`config.mk`:
```
export PLATFORM = sky130hd
export DESIGN_NAME = wb_mem_arbiter
export DESIGN_NICKNAME = d
export VERILOG_FILES = /design/src/rtl/wb_arb_pkg.sv /design/src/rtl/wb_rr_pick.sv /design/src/rtl/wb_mem_arbiter.sv
export SDC_FILE = /design/constraint.sdc
export NUM_CORES = 1
export LEC_CHECK = 0
export CORE_AREA = 2 2 150 152
export CTS_CLUSTER_DIAMETER = 150
export DETAILED_ROUTE_END_ITERATION = 6
export DIE_AREA = 0 0 152 154
export MAX_ROUTING_LAYER = met4
export SETUP_SLACK_MARGIN = 0.4
export SLEW_MARGIN = 20
export SYNTH_ARGS = -nofsm -noshare
export SYNTH_HDL_FRONTEND = slang
export SYNTH_HIERARCHICAL = 1
export SYNTH_SLANG_ARGS = --single-unit
export TNS_END_PERCENT = 50
```
`constraint.sdc`:
```
create_clock -name wb_clk_i -period 1.54 [get_ports wb_clk_i]
set_input_delay 0.231 -clock wb_clk_i [delete_from_list [all_inputs] [get_ports wb_clk_i]]
set_output_delay 0.231 -clock wb_clk_i [all_outputs]
set_load 0.05 [all_outputs]
```
`src/rtl/wb_arb_pkg.sv`:
```
// Shared Wishbone intercon definitions: cycle-type codes, arbiter states
// and a small index-width helper.
package wb_arb_pkg;

   localparam logic [2:0] CTI_CLASSIC = 3'b000;
   localparam logic [2:0] CTI_CONST   = 3'b001;
   localparam logic [2:0] CTI_INC     = 3'b010;
   localparam logic [2:0] CTI_EOB     = 3'b111;

   typedef enum logic {
      ST_IDLE  = 1'b0,
      ST_OWNED = 1'b1
   } arb_state_e;

   // Bits needed to hold an index in [0, n-1]; never less than one.
   function automatic int unsigned idx_w(input int unsigned n);
      return (n < 2) ? 1 : $clog2(n);
   endfunction

endpackage

```
`src/rtl/wb_rr_pick.sv`:
```
// Combinational round-robin picker: searches req starting one past
// last_owner and returns a one-hot grant (all zero when nothing requests).
module wb_rr_pick
   import wb_arb_pkg::*;
#(
   parameter int unsigned N  = 3,
   parameter int unsigned IW = idx_w(N)
) (
   input  logic [N-1:0]  req,
   input  logic [IW-1:0] last_owner,
   output logic [N-1:0]  gnt
);

   // First requester in rotating order last_owner+1 .. last_owner+N wins.
   always_comb begin
      logic          found;
      logic [IW-1:0] idx;
      gnt   = '0;
      found = 1'b0;
      idx   = '0;
      for (int unsigned i = 1; i <= N; i++) begin
         idx = IW'((32'(last_owner) + i) % N);
         if (!found && req[idx]) begin
            gnt[idx] = 1'b1;
            found    = 1'b1;
         end
      end
   end

endmodule

```
`src/rtl/wb_mem_arbiter.sv`:
```
// N-master to 1-slave Wishbone B3 arbiter for the main-RAM port.
// Round-robin grant held for the whole cyc, plus a stall watchdog that
// returns err to the owner when the slave stops responding.
module wb_mem_arbiter
   import wb_arb_pkg::*;
#(
   parameter int unsigned NUM_M   = 3,
   parameter int unsigned AW      = 32,
   parameter int unsigned DW      = 32,
   parameter int unsigned TIMEOUT = 255
) (
   input  logic                    wb_clk_i,
   input  logic                    wb_rst_i,
   input  logic [NUM_M*AW-1:0]     m_adr_i,
   input  logic [NUM_M*DW-1:0]     m_dat_i,
   input  logic [NUM_M*DW/8-1:0]   m_sel_i,
   input  logic [NUM_M-1:0]        m_we_i,
   input  logic [NUM_M-1:0]        m_cyc_i,
   input  logic [NUM_M-1:0]        m_stb_i,
   input  logic [NUM_M*3-1:0]      m_cti_i,
   input  logic [NUM_M*2-1:0]      m_bte_i,
   output logic [DW-1:0]           m_dat_o,
   output logic [NUM_M-1:0]        m_ack_o,
   output logic [NUM_M-1:0]        m_err_o,
   output logic [NUM_M-1:0]        m_rty_o,
   output logic [AW-1:0]           s_adr_o,
   output logic [DW-1:0]           s_dat_o,
   output logic [DW/8-1:0]         s_sel_o,
   output logic                    s_we_o,
   output logic                    s_cyc_o,
   output logic                    s_stb_o,
   output logic [2:0]              s_cti_o,
   output logic [1:0]              s_bte_o,
   input  logic [DW-1:0]           s_dat_i,
   input  logic                    s_ack_i,
   input  logic                    s_err_i,
   input  logic                    s_rty_i
);

   localparam int unsigned SW = DW / 8;
   localparam int unsigned IW = idx_w(NUM_M);
   localparam int unsigned CW = (TIMEOUT < 2) ? 1 : $clog2(TIMEOUT + 1);
   localparam logic [CW-1:0] CNT_MAX  = CW'(TIMEOUT);
   localparam logic [CW-1:0] CNT_FIRE = CW'((TIMEOUT == 0) ? 0 : TIMEOUT - 1);
   localparam logic WD_EN = (TIMEOUT != 0);

   arb_state_e       state_q, state_d;
   logic [NUM_M-1:0] grant_q, grant_d;
   logic [IW-1:0]    last_owner_q, last_owner_d;
   logic [CW-1:0]    cnt_q, cnt_d;

   logic [NUM_M-1:0] pick;
   logic [IW-1:0]    owner_idx;
   logic [AW-1:0]    own_adr;
   logic [DW-1:0]    own_dat;
   logic [SW-1:0]    own_sel;
   logic             own_we, own_cyc, own_stb;
   logic [2:0]       own_cti;
   logic [1:0]       own_bte;
   logic             resp_any, wd_busy, wd_fire, wd_err;

   wb_rr_pick #(
      .N  (NUM_M),
      .IW (IW)
   ) u_pick (
      .req        (m_cyc_i),
      .last_owner (last_owner_q),
      .gnt        (pick)
   );

   // Select the owner's request signals; zero when no grant is held.
   always_comb begin
      own_adr   = '0;
      own_dat   = '0;
      own_sel   = '0;
      own_we    = 1'b0;
      own_cyc   = 1'b0;
      own_stb   = 1'b0;
      own_cti   = '0;
      own_bte   = '0;
      owner_idx = '0;
      for (int unsigned k = 0; k < NUM_M; k++) begin
         if (grant_q[k]) begin
            own_adr   = m_adr_i[k*AW +: AW];
            own_dat   = m_dat_i[k*DW +: DW];
            own_sel   = m_sel_i[k*SW +: SW];
            own_we    = m_we_i[k];
            own_cyc   = m_cyc_i[k];
            own_stb   = m_stb_i[k];
            own_cti   = m_cti_i[k*3 +: 3];
            own_bte   = m_bte_i[k*2 +: 2];
            owner_idx = IW'(k);
         end
      end
   end

   assign resp_any = s_ack_i | s_err_i | s_rty_i;
   assign wd_busy  = own_cyc & own_stb;
   // The stb squash depends only on the counter so that a slave whose
   // ack follows stb combinationally cannot form a loop through s_stb_o;
   // a response seen in that same cycle still suppresses the err.
   assign wd_fire  = WD_EN & wd_busy & (cnt_q == CNT_FIRE);
   assign wd_err   = wd_fire & ~resp_any;

   assign s_adr_o = own_adr;
   assign s_dat_o = own_dat;
   assign s_sel_o = own_sel;
   assign s_we_o  = own_we;
   assign s_cyc_o = own_cyc;
   assign s_stb_o = own_stb & ~wd_fire;
   assign s_cti_o = own_cti;
   assign s_bte_o = own_bte;

   assign m_dat_o = s_dat_i;
   assign m_ack_o = grant_q & {NUM_M{s_ack_i & own_cyc}};
   assign m_err_o = grant_q & {NUM_M{(s_err_i & own_cyc) | wd_err}};
   assign m_rty_o = grant_q & {NUM_M{s_rty_i & own_cyc}};

   // Next-state: grant on request from IDLE, release on owner cyc low,
   // and advance the stall watchdog while the owner waits.
   always_comb begin
      state_d      = state_q;
      grant_d      = grant_q;
      last_owner_d = last_owner_q;
      cnt_d        = '0;
      unique case (state_q)
         ST_IDLE: begin
            if (|m_cyc_i) begin
               state_d = ST_OWNED;
               grant_d = pick;
            end
         end
         ST_OWNED: begin
            if (!own_cyc) begin
               state_d      = ST_IDLE;
               grant_d      = '0;
               last_owner_d = owner_idx;
            end else if (wd_busy && !resp_any && !wd_fire) begin
               cnt_d = (cnt_q == CNT_MAX) ? cnt_q : cnt_q + 1'b1;
            end
         end
         default: ;
      endcase
   end

   // State, grant, last owner and watchdog registers.
   always_ff @(posedge wb_clk_i or posedge wb_rst_i) begin
      if (wb_rst_i) begin
         state_q      <= ST_IDLE;
         grant_q      <= '0;
         last_owner_q <= IW'(NUM_M - 1);
         cnt_q        <= '0;
      end else begin
         state_q      <= state_d;
         grant_q      <= grant_d;
         last_owner_q <= last_owner_d;
         cnt_q        <= cnt_d;
      end
   end

endmodule

```
---- Yosys cells after proc, flatten, opt, wreduce, memory -nomap -nowiden ----
Index checks and enable logic that the tools add are counted.
operators by class
  divide/modulo/power cells ............... 3
  bitwise operators ....................... 19
  eq/ne operators ......................... 5
  add/subtract/negate cells ............... 4
  reductions and logical operators ........ 14
  order comparisons ....................... 6
  muxes and demuxes ....................... 53
operators by type and width
  kind                                                                number
  two-way mux 32 bit                                                  6
  modulo 32 x 2 -> 32 bit (second input constant)                     3
  two-way mux 8 bit                                                   4
  two-way mux 3 bit                                                   8
  two-way mux 1 bit                                                   20
  == test 8 bit (second input constant)                               2
  two-way mux 4 bit                                                   3
  bitwise AND 3 bit                                                   3
  less-than comparator 2 x 3 -> 1 bit (second input constant)         3
  adder 8 x 1 -> 8 bit (second input constant)                        1
  two-way mux 2 bit                                                   4
  bitwise AND 1 bit                                                   7
  logical AND 1 bit                                                   7
  adder 2 x 2 -> 3 bit (second input constant)                        2
  binary-select mux 1 bit (select 2 bit)                              3
  demux 1 bit (select 2 bit)                                          3
  greater-or-equal comparator 2 x 1 -> 1 bit (second input constant)  3
  OR 3 bit                                                            2
  one-hot mux 3 bit (2 select lines)                                  1
  logical NOT 1 bit                                                   4
  inequality test 2 bit (second input constant)                       2
  inequality test 4 bit (second input constant)                       1
  NOT 1 bit                                                           4
  AND reduction 2 bit                                                 2
  4 further kinds                                                     6
word-level totals
  logic and storage cells ................. 108
  input port bits ......................... 265
  bits in registers ....................... 14

---- Depth between registers and ports, before layout ----
  word-level depth ........................ 13
  gate-level depth with buffers ........... 9
  gate-level depth less buffers ........... 8

---- By module ----
The synthesis kept the hierarchy.
modules (own cells, without submodules)
  module          cells each  sequential area each (µm²)  times used  area an instance (µm²)
  wb_mem_arbiter  383         351.6                       1           2,509.9
  wb_rr_pick      32          0.0                         1           227.7

---- Worst setup path before layout ----
No wires, ideal clock.
  path type ............................... register -> output
  start point ............................. reg grant_q[1]
  end point ............................... out s_adr_o[30]
  data arrival time ....................... 1.995 ns
  cell stages (with the launch flop) ...... 6
  buffers on the path ..................... 3
  slack ................................... -0.686 ns
  required time ........................... 1.309 ns
  cell sequence ........................... dfrtp_1 > buf_6 > buf_2 > buf_2 > a22oi_1 > o21ai_0
between the ends
  longest elaborated chain between the ends .. 2
ends and longest elaborated chain
  element                           RTL line               text
  from (decl)                       wb_mem_arbiter.sv:48   logic [NUM_M-1:0] grant_q, grant_d;
  from (signal assigned)            wb_mem_arbiter.sv:155  grant_q <= grant_d;
  two-way mux 32 bit (2 in series)  wb_mem_arbiter.sv:83   if (grant_q[k]) begin
  to (decl)                         wb_mem_arbiter.sv:26   output logic [AW-1:0] s_adr_o,
Every way passes these cells.

---- Worst setup path after layout ----
  start point ............................. reg grant_q[1]
  end point ............................... out s_adr_o[9]
The elaborated chain is that of the path after synthesis.

==> results summary <==
The Yosys step of the flow raised 6 warnings. The final layout contains routed wiring with a total length of 18100 um. The path class of the lowest-slack min-delay path is in2async. The number of endpoints with negative hold slack in the final report came out at 0. Setup repair after global routing could not meet its margin everywhere. The area share of the leading cell type in the synthesized netlist came out at 20.3%. The maximum frequency from static timing analysis came out at 0.486 GHz. Traced cell by cell, the critical path runs through and2b_4 -> buf_12 -> a22oi_1 -> o21ai_4 -> buf_12. The pre-antenna-repair detailed-routing pass consisted of 4 iterations.

The DRC violations left came out at 0. The quantity of I/O buffers inserted on ports came out at 317. The number of antenna-violating nets in the routed design is 0. The die covers 0.0234 mm2. The total area inside the core boundary comes to 0.0217 mm2. In the global route stage, overall resource usage came out at 15.1%.

The final reports fail on setup timing. The cell that appears most often on the critical path is sky130_fd_sc_hd__buf_12. STA classifies the critical path endpoint as an output pin. Fill cells in the final layout number 2037. The endpoint identified for the worst register-to-register timing path is cnt_q[4]$_DFFE_PP0P_. The sequential fraction of the synthesis area came out at 12.8%. The worst register-to-register path has a setup slack of -0.17 ns. The mean routed wirelength per cell came out at 17.6 um. Among all flip-flop cells after synthesis, the most frequent one is sky130_fd_sc_hd__dfrtp_1. The switching power as a share of total power is 49.6%. The top cell types in the final layout, fill and taps aside, are 229 x sky130_fd_sc_hd__clkdlybuf4s50_1, 105 x sky130_fd_sc_hd__buf_12, 89 x sky130_fd_sc_hd__nand2_1, 73 x sky130_fd_sc_hd__o21ai_4, 51 x sky130_fd_sc_hd__a22oi_1.

The worst setup path is launched from a flip-flop. TritonCTS created 3 clock buffers. The vias after detailed routing is 4410. The run finished, with violations left. The tightest slew margin relative to the limit is 62.8%.

The number of nets in the synthesized netlist is 686. A synthesized cell averages 6.60 um2. Across the VDD grid, the largest voltage drop is 795 uV. At the pin with the least slew margin, the transition time is 0.557 ns. After synthesis, the share of flip-flops with an asynchronous set or reset is 100%. The routability-driven placement congestion ratio came out at 0.878.

In this run the cell area of the synthesized design comes to 0.00274 mm2. The setup-violating endpoint count in the final report came out at 94. The worst reg2reg path depth is 7. The maximum level of the CTS H-tree is 1. The clock tree root buffer cell is sky130_fd_sc_hd__clkbuf_16. The ratio of final minimum period to clock period is 134%. The number of DRC violations after detailed-routing iteration 0 came out at 248. The initial antenna violation count came out at 0.

The post-detailed-route via-to-cell ratio is 4.29. The static leakage power is 0.00319 uW. The final clock skew is 0.00149 ns.

The number of enable-type register cells in the synthesized netlist is 0. The instance count of the mapped netlist came out at 415. The critical path contains buffers and inverters numbering 2 combined. The synthesized design contains 14 register bits. The share of the core filled with cells came out at 40.7%. Of all nets on the critical path, the largest fanout is 32.

The count of max-cap constraint violations came out at 0. The final global-route overflow total came out at 0. For the worst setup path, the data arrival time is 1.83 ns. In this run the critical register-to-register path is launched from grant_q[1]$_DFFE_PP0P_.

The largest stage delay on the critical path is 0.49 ns. For this design the total switching power over the nets is 6270 uW. Once routing completed, OpenROAD measured the worst setup slack at -0.519 ns.

The sequential power share is 4.0%. 0 antenna diodes ended up in the layout. The detailed placer's ending HPWL is 14500 um.

Counting along the longest clock path gives a buffer depth of 2. sky130_fd_sc_hd__a22oi_1 takes more of the synthesized area than any other cell. The count of boundary I/O pins came out at 382. The max-slew violation count is 0.

The wire length of the first global-routing pass is 27500 um. The post-route netlist has 40.5% of its cells at a drive strength greater than 1. After routing the design area is 0.00882 mm2. The internal power component is 6360 uW. After layout, the minimum clock period comes to 2.06 ns.

The initial utilization of the core area, before any placement, comes to 12.6%. The cell with the biggest individual delay on the critical path is sky130_fd_sc_hd__dfrtp_4. The clock network burns 4.2% of the power. The largest net degree at the start of global routing came out at 41. The power share of the combinational group came out at 91.8%. The final layout contains 1021 nets. The vertical die dimension came out at 154 um.

The later pin in the worst-skew pair is clocked with a latency of 0.24 ns. The via count of the first global-routing pass came out at 4614. By area the synthesized netlist is led by sky130_fd_sc_hd__a22oi_1 20%, sky130_fd_sc_hd__nand2_1 12%, sky130_fd_sc_hd__dfrtp_1 12%, sky130_fd_sc_hd__o21ai_1 12%, sky130_fd_sc_hd__buf_4 12%.

The standard-cell row count is 54. The required time reported for the critical path endpoint is 1.31 ns. The width of the chip is 152 um. The cell family contributing the most delay on the critical path is flip-flops. TritonCTS built the clock tree. The synthesized netlist contains 44 unique library cells. Leaving out fill and tap cells, the most frequent cell in the layout is sky130_fd_sc_hd__clkdlybuf4s50_1. The total number of clock tree sinks is 14. The power per standard cell area is 1430 mW/mm2.

The standard cell area after detailed placement is 0.00843 mm2. Compared with the post-synthesis result, the final layout area differs by 222%. By startpoint and endpoint, the worst setup path is classified as reg2out. The clock slew seen by the registers of the worst setup and hold paths is 0.05 ns.
-- synth_stat cells, types with 4 or more instances --
master,count
sky130_fd_sc_hd__o21ai_0,17
sky130_fd_sc_hd__buf_2,4
sky130_fd_sc_hd__nor2_1,12
sky130_fd_sc_hd__nand2_1,91
sky130_fd_sc_hd__dfrtp_1,13
sky130_fd_sc_hd__inv_1,8
sky130_fd_sc_hd__buf_4,42
sky130_fd_sc_hd__o21ai_1,65
sky130_fd_sc_hd__and3_1,8
sky130_fd_sc_hd__mux2i_1,4
sky130_fd_sc_hd__a21oi_1,4
sky130_fd_sc_hd__ha_1,6
sky130_fd_sc_hd__clkbuf_1,20
sky130_fd_sc_hd__a22oi_1,74
-- per-stage QoR --
| stage | setup slack (ns) | total power [uW] | setup TNS, ns | std cells | hold slack (ns) |
|---|---|---|---|---|---|
| global placement | -0.273 | 11700 | -15.48 | 1016 | 0.462 |
| floorplan | -0.0757 | 6680 | -0.468 | 415 | 0.119 |
| CTS | -0.519 | 12600 | -39.49 | 1026 | 0.364 |
| detailed placement | -0.293 | 11800 | -16.46 | 1016 | 0.462 |
| global route | -0.578 | 13100 | -44.69 | 1029 | 0.418 |
| finish | -0.519 | 12600 | -38.78 | 1029 | 0.341 |
-- layer usage --
metal  wire [um]  GRT usage (%)  vias up
met5           0              -        -
met4         514           3.60        0
met3        1250           3.58       18
met2        9250           26.7      185
met1        7110           17.3     2051
li1            -              -     2156
-- repair_timing --
action	4_1_cts	5_1_grt
hold buffers	0	0
setup endpoints to repair	99	99
cloned	3	2
buffers inserted	3	1
resized for setup	24	11
pin swaps	27	18
-- sequential cells by signal, indices dropped and copies added, names as in the netlist --
register,flops
last_owner_q,2
cnt_q,8
grant_q,3
state_q,1
-- cells by family after synthesis --
logic type	synth area share, %
compound gates	42.7
xor+xnor	0.640
fa+ha+maj	2.74
buf+inv	16.9
flops	12.8
mux	1.46
simple gates	22.7
-- cell type report --
| type | instances | area [um2] | share of cell area, % |
|---|---|---|---|
| sequential | 14 | 360 | 4.08 |
| clock buffer | 4 | 88.8 | 1.01 |
| inverter | 8 | 30.0 | 0.340 |
| multi-input combinational | 325 | 2980 | 33.8 |
| timing repair buffer | 398 | 5010 | 56.8 |
| tap | 280 | 350 | 3.97 |
-- worst reg2reg max path, delay by kind of cell, from the launching register on --
kind	cells	cell delay (ns)
AOI/OAI and AO/OA	1	0.21
DFF	1	0.49
buffers and inverters	3	0.36
and+or+nand+nor	3	0.55
-- how the worst max path moves through the flow --
stage,from,to,slack (ns),cells past startpoint
2_1_floorplan,grant_q[1]$_DFFE_PP0P_,s_adr_o[30],-0.08,5
3_3_place_gp,grant_q[1]$_DFFE_PP0P_,s_dat_o[27],-0.27,6
3_5_place_dp,grant_q[1]$_DFFE_PP0P_,s_dat_o[27],-0.29,6
4_1_cts,grant_q[1]$_DFFE_PP0P_,s_dat_o[24],-0.52,6
5_1_grt,grant_q[1]$_DFFE_PP0P_,s_dat_o[16],-0.58,6
6_report,grant_q[1]$_DFFE_PP0P_,s_adr_o[9],-0.52,5
-- power groups by stage --
stage	clock (uW)	sequential [uW]	combinational, uW
3_3_place_gp	0	510	11200
2_1_floorplan	0	487	6190
6_report	532	505	11600
3_5_place_dp	0	509	11200
5_1_grt	558	517	12100
4_1_cts	545	507	11500
(Power assumes the default switching activity.)
